## src/rtl/spectro_pkg.sv

```systemverilog
// Shared definitions for the spectrogram sample link: word width and the
// receiver state encoding used by both ends of the serial path.
package spectro_pkg;

    localparam int SAMPLE_W = 12;

    typedef enum logic {
        IDLE  = 1'b0,
        SHIFT = 1'b1
    } rx_state_e;

endpackage

```

## src/rtl/sipo_out_reg.sv

```systemverilog
// Single-entry ready/valid holding register for completed words; a word that
// completes while an unconsumed one is still held is dropped and flagged.
module sipo_out_reg
    import spectro_pkg::*;
#(
    parameter int WIDTH = SAMPLE_W
) (
    input  logic             clk,
    input  logic             rst,
    input  logic             word_done,
    input  logic [WIDTH-1:0] word_in,
    input  logic             out_ready,
    input  logic             clr_err,
    output logic [WIDTH-1:0] out_data,
    output logic             out_valid,
    output logic             overrun
);

    logic [WIDTH-1:0] data_q, data_d;
    logic             valid_q, valid_d;
    logic             overrun_q, overrun_d;
    logic             can_accept;
    logic             drop_hit;

    // A held word consumed in the same cycle frees the slot for the new one.
    assign can_accept = !valid_q || out_ready;

    always_comb begin
        data_d   = data_q;
        valid_d  = valid_q;
        drop_hit = 1'b0;
        if (word_done && can_accept) begin
            data_d  = word_in;
            valid_d = 1'b1;
        end else if (word_done) begin
            drop_hit = 1'b1;
        end else if (valid_q && out_ready) begin
            valid_d = 1'b0;
        end
        overrun_d = drop_hit | (overrun_q & ~clr_err);
    end

    always_ff @(posedge clk) begin
        if (rst) begin
            data_q    <= '0;
            valid_q   <= 1'b0;
            overrun_q <= 1'b0;
        end else begin
            data_q    <= data_d;
            valid_q   <= valid_d;
            overrun_q <= overrun_d;
        end
    end

    assign out_data  = data_q;
    assign out_valid = valid_q;
    assign overrun   = overrun_q;

endmodule

```

## src/rtl/sipo_deserializer.sv

```systemverilog
// LSB-first serial-to-parallel receiver: frame_start marks bit 0, WIDTH bits
// make a word, completed words go to a ready/valid holding register.
module sipo_deserializer
    import spectro_pkg::*;
#(
    parameter int WIDTH = SAMPLE_W,
    parameter int CNT_W = 4
) (
    input  logic             clk,
    input  logic             rst,
    input  logic             serial_in,
    input  logic             frame_start,
    output logic [WIDTH-1:0] out_data,
    output logic             out_valid,
    input  logic             out_ready,
    output logic             busy,
    output logic             sync_err,
    output logic             overrun,
    input  logic             clr_err
);

    localparam logic [CNT_W-1:0] LAST_BIT = CNT_W'(WIDTH - 1);

    rx_state_e        state_q, state_d;
    logic [CNT_W-1:0] cnt_q, cnt_d;
    logic [WIDTH-1:0] sr_q, sr_d;
    logic [WIDTH-1:0] shifted;
    logic             busy_q, busy_d;
    logic             sync_err_q, sync_err_d;
    logic             sync_hit;
    logic             word_done;

    // New bits enter at the top and walk down, so the first bit lands in bit 0.
    genvar gi;
    generate
        for (gi = 0; gi < WIDTH; gi++) begin : g_shift
            if (gi == WIDTH - 1) begin : g_top
                assign shifted[gi] = serial_in;
            end else begin : g_body
                assign shifted[gi] = sr_q[gi+1];
            end
        end
    endgenerate

    always_comb begin
        state_d   = state_q;
        cnt_d     = cnt_q;
        sr_d      = sr_q;
        sync_hit  = 1'b0;
        word_done = 1'b0;
        case (state_q)
            IDLE: begin
                if (frame_start) begin
                    sr_d    = shifted;
                    cnt_d   = CNT_W'(1);
                    state_d = SHIFT;
                end
            end
            SHIFT: begin
                if (frame_start) begin
                    // Restart on the current bit; this includes a strobe that
                    // collides with the completing bit.
                    sync_hit = 1'b1;
                    sr_d     = shifted;
                    cnt_d    = CNT_W'(1);
                end else if (cnt_q == LAST_BIT) begin
                    word_done = 1'b1;
                    sr_d      = shifted;
                    cnt_d     = '0;
                    state_d   = IDLE;
                end else begin
                    sr_d  = shifted;
                    cnt_d = cnt_q + CNT_W'(1);
                end
            end
            default: begin
                state_d = IDLE;
                cnt_d   = '0;
            end
        endcase
        busy_d     = (state_d == SHIFT);
        sync_err_d = sync_hit | (sync_err_q & ~clr_err);
    end

    always_ff @(posedge clk) begin
        if (rst) begin
            state_q    <= IDLE;
            cnt_q      <= '0;
            sr_q       <= '0;
            busy_q     <= 1'b0;
            sync_err_q <= 1'b0;
        end else begin
            state_q    <= state_d;
            cnt_q      <= cnt_d;
            sr_q       <= sr_d;
            busy_q     <= busy_d;
            sync_err_q <= sync_err_d;
        end
    end

    sipo_out_reg #(
        .WIDTH(WIDTH)
    ) u_out_reg (
        .clk      (clk),
        .rst      (rst),
        .word_done(word_done),
        .word_in  (shifted),
        .out_ready(out_ready),
        .clr_err  (clr_err),
        .out_data (out_data),
        .out_valid(out_valid),
        .overrun  (overrun)
    );

    assign busy     = busy_q;
    assign sync_err = sync_err_q;

endmodule

```

## config.mk

```make
export PLATFORM = sky130hd
export DESIGN_NAME = sipo_deserializer
export DESIGN_NICKNAME = d
export VERILOG_FILES = /design/src/rtl/spectro_pkg.sv /design/src/rtl/sipo_out_reg.sv /design/src/rtl/sipo_deserializer.sv
export SDC_FILE = /design/constraint.sdc
export NUM_CORES = 1
export LEC_CHECK = 0
export ABC_AREA = 1
export ABC_CLOCK_PERIOD_IN_PS = 2900
export BUFFER_PORTS_ARGS = -buffer_cell sky130_fd_sc_hd__buf_2
export CAP_MARGIN = 20
export CORE_ASPECT_RATIO = 0.5
export CORE_MARGIN = 2
export CORE_UTILIZATION = 27
export DETAILED_ROUTE_END_ITERATION = 8
export PLACE_DENSITY = 0.54
export SETUP_SLACK_MARGIN = 0.2
export SLEW_MARGIN = 20
export SYNTH_ARGS = -nofsm -noshare
export SYNTH_HDL_FRONTEND = slang
export SYNTH_HIERARCHICAL = 1
export SYNTH_SLANG_ARGS = --single-unit
```

## constraint.sdc

```tcl
create_clock -name clk -period 2.9 [get_ports clk]
set_input_delay 0.58 -clock clk [delete_from_list [all_inputs] [get_ports clk]]
set_output_delay 0.58 -clock clk [all_outputs]
set_load 0.02 [all_outputs]
```

==> results of run 1 <==
-- synth_stat cells, types with 2 or more instances --
library cell and number:
nand3_2 7, dfxtp_1 31, inv_1 20, nand3_1 8
a21oi_2 3, o21ai_0 10, nand2_2 2, buf_6 7
inv_2 3, nor2_1 38, a21oi_1 17, nand2_1 23
-- logic make-up (layout without fill, tap and decap cells) --
family          after synthesis  in the layout  synth area share [%]
fa+ha+maj                     1              1                 0.911
flops                        31             31                  45.2
compound gates               32             32                  12.7
xor+xnor                      1              1                 0.638
buf+inv                      32             53                  12.9
simple gates                 81             81                  27.7
-- report_power, final --
| part | leakage (nW) | internal [mW] | switching [mW] | total, mW |
|---|---|---|---|---|
| clock network | 0.0612 | 0.278 | 0.161 | 0.439 |
| registers | 0.253 | 0.441 | 0.0116 | 0.452 |
| logic | 0.394 | 0.0195 | 0.0392 | 0.0587 |
| total | 0.708 | 0.738 | 0.212 | 0.950 |
-- flip-flops by register name, indices dropped and copies added, names as in the netlist --
register,count
sr_q,11
busy,1
u_out_reg/overrun,1
u_out_reg/out_data,12
sync_err,1
cnt_q,4
u_out_reg/out_valid,1
-- final cells by class --
class | instances | area (um^2)
Timing Repair Buffer | 22 | 113
Sequential cell | 31 | 621
Fill cell | 552 | 3310
Clock inverter | 2 | 35.0
Tap cell | 70 | 87.6
Inverter | 23 | 86.3
Multi-Input combinational cell | 115 | 578
Clock buffer | 6 | 82.6
-- per-stage QoR --
stage          instances  total power [mW]  util, %
2_1_floorplan        178             0.508        -
3_3_place_gp         261             0.520     30.2
3_5_place_dp         261             0.521     30.2
4_1_cts              269             0.962     32.6
5_1_grt              269             0.986     32.6
6_report             269             0.950     32.6
-- worst paths after layout --
check	startpoint	to
hold / removal	sync_err$_SDFF_PP0_	sync_err$_SDFF_PP0_
setup reg to reg	cnt_q[0]$_SDFFE_PP0P_	u_out_reg/out_data[10]$_SDFFE_PP0P_
hold reg to reg	sync_err$_SDFF_PP0_	sync_err$_SDFF_PP0_
setup / recovery	cnt_q[0]$_SDFFE_PP0P_	u_out_reg/out_data[10]$_SDFFE_PP0P_
-- worst max-delay path, cell delays in order (launching register included) --
cell and delay (ns):
dfxtp_1 0.40, ha_1 0.21, nand2_1 0.06, nor2_1 0.16
inv_1 0.09, nor2_2 0.08, buf_4 0.29, nand3_1 0.13
nand2_1 0.08, nor2_1 0.04
-- per-layer routing --
| metal | GRT usage [%] | wire length, um | vias up |
|---|---|---|---|
| li1 | - | - | 596 |
| met1 | 11.3 | 1300 | 482 |
| met2 | 14.1 | 1090 | 18 |
| met5 | 0 | 0 | - |
| met4 | 7.33 | 27 | 0 |
| met3 | 4.05 | 140 | 2 |
==> impl_metrics.toml, run 1 <==
[flow_run]
maxCapViolations = 0

[route]
drt_iter0_markers = 44
routed_via_density = 4.08
wirelength_um = 2560
routed-via-count = 1098
detail_route.first_pass.iterations = 4
drcViolationCount = 0
post_drt_wl_per_cell_um = 9.53
ant_nets = 0

[clock_tree]
cts.clk_slew.worst_paths_ns = 0.06
ctsResizeCount = 0
clkSinkCount = 31
postCtsHoldBufs = 0
clkLatencyLatePin_ns = 0.28
root_buffer = "clkbuf_8"
max-clock-path-buffers = 2
numCtsBuffers = 5
cts_setup_buffers = 0
cts-htree-levels = 2
cts_tree = "built"

[synth]
synthTopCellsByArea = "dfxtp_1 (45%), nor2_1 (10%), nand2_1 (6.3%)"
synthesis.nets = 185
synth-edff-count = 0
synth.cell_area_um2 = 1370
synth_warnings = 6
yosysSeqAreaShare_pct = 45.2
synthFlopType = "dfxtp_1"
synth_top_area_share_pct = 45.2
synth-seq-cells = 31
synth.distinct_cells = 21
synthArstFlopShare_pct = 0
avgSynthCellArea_um2 = 7.72
synth_top_area_cell = "dfxtp_1"
synthCells = 178

[power_and_ir_drop]
vdd_drop_max_uv = 169
p_leak_nw = 0.708
cellPowerDensity_nw_per_um2 = 592

[sta]
max_freq_mhz = 607
finalClockSkew_ns = 0.00627
hold_viol = 0
holdWs_ns = 0.462
finalCritPeriodShare_pct = 56.8
setup_viol = 0
finalSetupTns_ns = 0
grt_setup_unrepaired = "no"
fin_crit_ns = 1.65
drv_slew = 0
setup_slack_ns = 1.25
relSlewSlack_pct = 74.0
tightest_slew_ns = 0.389

[floorplanning]
start_util_pct = 28.0
fp.dieW_um = 105
dieHeight_um = 54.4
core_area_um2 = 4910
ios = 22
dieArea_um2 = 5710
rows = 18

[layout]
drive_gt1_share_pct = 24.1
final_common_cell = "nor2_1"
syn2layout_area_growth_pct = 16.7
nets = 205
num_antenna_cells = 0
postLayoutCellArea_um2 = 1600
mostFrequentLayoutCells = "nor2_1 (37), dfxtp_1 (31), nand2_1 (23)"

[grt]
gr-total-overflow = 0
antenna_found_initial = 0
grt_max_degree = 27
grt_pass1_wl_um = 4020
grt_usage_pct = 9.54
grt_pass1_vias = 874

[setup_path]
worstRegToRegCells = 9
criticalPathCategory = "flip-flop to flip-flop"
rrSetupSlack_ns = 1.25
startpoint_type = "flip-flop"
required_ns = 3.07
end_kind = "flip-flop"
arrival_ns = 1.82
cp_max_fo = 26

[placement]
portBuffers = 21
dp_hpwl_um = 1680
place_congestion = 0.694
pre_cts_slack_ns = 1.25
place_area_um2 = 1490

[worst_hold_path]
min_path_cells = 2
hp-class = "flip-flop to flip-flop"

[run_status]
status = "finished clean"
Note: power is estimated with default switching activity, not from simulation.
==> inputs of run 2 (changes only) <==
--- a/config.mk
+++ b/config.mk
@@ -6,7 +6,7 @@
 export NUM_CORES = 1
 export LEC_CHECK = 0
 export ABC_AREA = 1
-export ABC_CLOCK_PERIOD_IN_PS = 2900
+export ABC_CLOCK_PERIOD_IN_PS = 1600
 export BUFFER_PORTS_ARGS = -buffer_cell sky130_fd_sc_hd__buf_2
 export CAP_MARGIN = 20
 export CORE_ASPECT_RATIO = 0.5
==> constraint.sdc (replaced) <==
create_clock -name clk -period 1.6 [get_ports clk]
set_input_delay 0.32 -clock clk [delete_from_list [all_inputs] [get_ports clk]]
set_output_delay 0.32 -clock clk [all_outputs]
set_load 0.02 [all_outputs]
==> run 2 against run 1 <==
Maximum frequency grew 19%. Sequential power grew 82%. Combinational power grew 98%. Cell count grew 5.2%. Critical path type unchanged. Critical endpoint is now u_out_reg/out_data[11]$_SDFFE_PP0P_. Highest routed layer unchanged.
==> impl_metrics.toml, run 2 (same netlist as run 1, synthesis figures left out) <==
[run_status]
status = "finished clean"

[placement]
portBuffers = 21
dp_hpwl_um = 1740
place_congestion = 0.766
place_area_um2 = 1510

[sta]
finalSetupTns_ns = 0
relSlewSlack_pct = 74.3
fin_crit_ns = 1.39
hold_viol = 0
max_freq_mhz = 722
setup_viol = 0
finalCritPeriodShare_pct = 86.6
grt_setup_unrepaired = "yes"
tightest_slew_ns = 0.385
finalClockSkew_ns = 0.00147
drv_slew = 0

[floorplanning]
dieHeight_um = 54.4
core_area_um2 = 4910
fp.dieW_um = 105
rows = 18
dieArea_um2 = 5710
start_util_pct = 28.0
ios = 22

[grt]
grt_pass1_vias = 1006
antenna_found_initial = 0
gr-total-overflow = 0
grt_max_degree = 26
grt_usage_pct = 10.3
grt_pass1_wl_um = 4540

[route]
routed_via_density = 4.21
detail_route.first_pass.iterations = 4
post_drt_wl_per_cell_um = 9.88
wirelength_um = 2800
ant_nets = 0
drt_iter0_markers = 35
routed-via-count = 1191
drcViolationCount = 0

[clock_tree]
root_buffer = "clkbuf_8"
cts_tree = "built"
cts-htree-levels = 2
clkLatencyLatePin_ns = 0.27
clkSinkCount = 31
max-clock-path-buffers = 2
cts.clk_slew.worst_paths_ns = 0.06
numCtsBuffers = 5
postCtsHoldBufs = 0

[layout]
fillCellCount = 527
final_common_cell = "nor2_1"
largest_reg_flops = 12
syn2layout_area_growth_pct = 30.2
nets = 219
postLayoutCellArea_um2 = 1790
num_antenna_cells = 0
drive_gt1_share_pct = 31.5
mostFrequentLayoutCells = "nor2_1 (36), dfxtp_1 (29), nand2_1 (22)"

[power_and_ir_drop]
vdd_drop_max_uv = 257
power_frac_comb_pct = 7.3
p_sw_uw = 368
seq_power_share_pct = 51.3
p_int_mw = 1.23
cellPowerDensity_nw_per_um2 = 895
swShare_pct = 23.0
p_clk_share_pct = 41.5
p_leak_nw = 0.804

[flow_run]
maxCapViolations = 0

[setup_path]
startpoint_type = "flip-flop"
required_ns = 1.77
arrival_ns = 1.56
criticalPathCategory = "flip-flop to flip-flop"
cp_max_fo = 6
end_kind = "flip-flop"

[worst_hold_path]
hp-class = "input pin to flip-flop"
==> run 2: cell count changes in the layout (fill, tap and decap cells not counted), sizes merged <==
cell,previous run,this run
clkinv,1,0
clkbuf,6,8
buf,22,36
bufinv,1,0
==> run 2: final cells by class <==
type,instances,area [um^2],share of cell area (%)
flip-flops and latches,31,623,34.8
multi-input cells,115,611,34.1
repair buffers,36,282,15.7
clock buffers,8,100,5.59
well taps,70,87.6,4.90
inverters,23,86.3,4.83
==> run 2: path summary, 6_finish.rpt <==
check	cells after the start	to	start	slack (ns)
worst min-delay path	4	u_out_reg/overrun$_SDFF_PP0_	clr_err	0.31
worst max-delay path	10	u_out_reg/out_data[11]$_SDFFE_PP0P_	cnt_q[0]$_SDFFE_PP0P_	0.21
worst min register to register	2	sync_err$_SDFF_PP0_	sync_err$_SDFF_PP0_	0.46
worst max register to register	10	u_out_reg/out_data[11]$_SDFFE_PP0P_	cnt_q[0]$_SDFFE_PP0P_	0.21
==> run 2: timing repair <==
action,4_1_cts,5_1_grt
endpoints found under the setup margin,14,14
setup buffers,8,3
gates cloned,2,0
pin swaps,4,3
resized for setup,10,2
==> run 2: power by group through the flow <==
stage               Sequential, mW  Combinational [mW]  Clock, mW
floorplan                    0.837              0.0836          0
global placement             0.837               0.109          0
detailed placement           0.838               0.110          0
CTS                          0.821               0.117      0.682
global route                 0.824               0.135      0.722
finish                       0.821               0.116      0.664
==> run 2: per-layer routing <==
layer / track usage (%) / vias up / part of all wire (%) / wire [um]
met3: 3.10 / 3 / 2.8 / 77
met1: 12.9 / 549 / 51 / 1420
li1: - / 626 / - / -
met4: 4.00 / 0 / 0.57 / 16
met2: 17.0 / 13 / 46 / 1280
met5: 0 / - / 0 / 0
==> run 2: worst max-delay path, stage by stage (launching register included) <==
cell     delay, ns
dfxtp_2       0.35
ha_4          0.15
nand2_4       0.05
nor2_4        0.10
inv_2         0.06
nor2_4        0.14
buf_6         0.13
buf_16        0.11
nand3_2       0.07
nand2_1       0.08
nor2_1        0.04
==> run 2: stage by stage <==
step | power (mW) | std cells | setup slack (ns) | hold WS, ns | util (%)
floorplan | 0.921 | 178 | 0.211 | 0.382 | -
global placement | 0.946 | 262 | 0.170 | 0.446 | 30.8
detailed placement | 0.948 | 262 | 0.126 | 0.453 | 30.8
CTS | 1.62 | 280 | 0.171 | 0.298 | 35.8
global route | 1.68 | 283 | 0.128 | 0.330 | 36.4
finish | 1.60 | 283 | 0.215 | 0.308 | 36.4
==> inputs of run 3 (changes only) <==
--- a/config.mk
+++ b/config.mk
@@ -14,6 +14,7 @@
 export CORE_UTILIZATION = 27
 export DETAILED_ROUTE_END_ITERATION = 8
 export PLACE_DENSITY = 0.54
+export RECOVER_POWER = 100
 export SETUP_SLACK_MARGIN = 0.2
 export SLEW_MARGIN = 20
 export SYNTH_ARGS = -nofsm -noshare
==> run 3 against run 2 <==
Routed wire length grew 0.75%. Count of clock-buffer cells in the layout is the same. Total power is essentially flat. Sequential power is essentially flat. Critical endpoint unchanged. Global-route usage is the same. Critical path depth is the same. Sequential share of layout area grew 0.42 points. First-iteration DRC count shrank 5.7%.
==> impl_metrics.toml, run 3 (same netlist as run 1, synthesis figures left out) <==
[clock_tree]
max-clock-path-buffers = 2
cts_tree = "built"
cts.clk_slew.worst_paths_ns = 0.06
clkSinkCount = 31
numCtsBuffers = 5
root_buffer = "clkbuf_8"
clkLatencyLatePin_ns = 0.27
postCtsHoldBufs = 0
cts-htree-levels = 2

[power_and_ir_drop]
vdd_drop_max_uv = 257
cellPowerDensity_nw_per_um2 = 907
total_power_mw = 1.60
p_leak_nw = 0.735

[route]
drt_iter0_markers = 33
ant_nets = 0
drcViolationCount = 0
post_drt_wl_per_cell_um = 9.95
wirelength_um = 2820
routed-via-count = 1189
detail_route.first_pass.iterations = 4
routed_via_density = 4.20

[sta]
finalSetupTns_ns = 0
setup_slack_ns = 0.176
drv_slew = 0
hold_viol = 0
holdWs_ns = 0.307
setup_viol = 0
finalCritPeriodShare_pct = 89.0
relSlewSlack_pct = 74.3
fin_crit_ns = 1.42
finalClockSkew_ns = 0.00135
tightest_slew_ns = 0.386
grt_setup_unrepaired = "yes"
max_freq_mhz = 702

[layout]
syn2layout_area_growth_pct = 28.4
num_antenna_cells = 0
final_common_cell = "nor2_1"
nets = 219
final_util_pct = 35.9
mostFrequentLayoutCells = "nor2_1 (36), dfxtp_1 (30), nand2_1 (22)"
stdcell_count = 283
postLayoutCellArea_um2 = 1760
drive_gt1_share_pct = 22.5
largest_reg_flops = 12

[grt]
grt_pass1_vias = 1006
grt_usage_pct = 10.3
grt_max_degree = 26
gr-total-overflow = 0
grt_pass1_wl_um = 4540
antenna_found_initial = 0

[placement]
place_congestion = 0.766
dp_hpwl_um = 1740
place_area_um2 = 1510
portBuffers = 21
dp.cells = 262
pre_cts_slack_ns = 0.126

[setup_path]
critPathMostFrequentCell = "nor2_4"
cp_slowest_stage_delay_ns = 0.37
criticalPathCategory = "flip-flop to flip-flop"
crit_path_top_delay_cell = "dfxtp_1"
startpoint_type = "flip-flop"
arrival_ns = 1.60
crit_path_cell_trace = "ha_4, nand2_4, nor2_4, inv_2, nor2_4, buf_6, buf_16, nand3_2, nand2_1, nor2_1"
cp_max_fo = 6
required_ns = 1.77
end_kind = "flip-flop"

[floorplanning]
dieArea_um2 = 5710
start_util_pct = 28.0
fp.dieW_um = 105
dieHeight_um = 54.4
rows = 18
core_area_um2 = 4910
ios = 22

[flow_run]
maxCapViolations = 0

[worst_hold_path]
hp-class = "input pin to flip-flop"

[run_status]
status = "finished clean"
-- run 3: what timing repair did --
action | CTS | global route
gates cloned | 2 | 0
setup endpoints to repair | 14 | 14
resized for setup | 10 | 2
pin swaps | 4 | 3
setup buffers | 8 | 3
-- run 3: worst paths after layout --
kind / from / end / slack [ns] / depth (start not counted)
worst max-delay path: cnt_q[0]$_SDFFE_PP0P_ / u_out_reg/out_data[11]$_SDFFE_PP0P_ / 0.18 / 10
worst min-delay path: clr_err / sync_err$_SDFF_PP0_ / 0.31 / 4
worst min register to register: sync_err$_SDFF_PP0_ / sync_err$_SDFF_PP0_ / 0.46 / 2
worst max register to register: cnt_q[0]$_SDFFE_PP0P_ / u_out_reg/out_data[11]$_SDFFE_PP0P_ / 0.18 / 10
-- run 3: layout make-up --
cell class	count	area, um^2
Inverter	23	86.3
Fill cell	537	3150
Timing Repair Buffer	36	262
Tap cell	70	87.6
Sequential cell	31	622
Multi-Input combinational cell	115	607
Clock buffer	8	100
-- run 3: metal layers --
layer  wire, um  GRT usage (%)  part of all wire [%]
met1       1440           12.9                    51
met5          0              0                     0
met4         16           4.00                  0.57
met2       1280           17.0                    45
met3         81           3.10                   2.9
-- run 3: power by group --
part,internal (mW),switching (mW),leakage (nW),total (mW)
sequential,0.799,0.0215,0.253,0.821
combinational,0.0414,0.0738,0.430,0.115
clock,0.392,0.273,0.0515,0.665
-- run 3: critical path, delay by kind of cell (launching register included) --
kind / cells / cell delay [ns]
flops: 1 / 0.37
fa+ha+maj: 1 / 0.17
buf+inv: 3 / 0.30
simple gates: 6 / 0.48
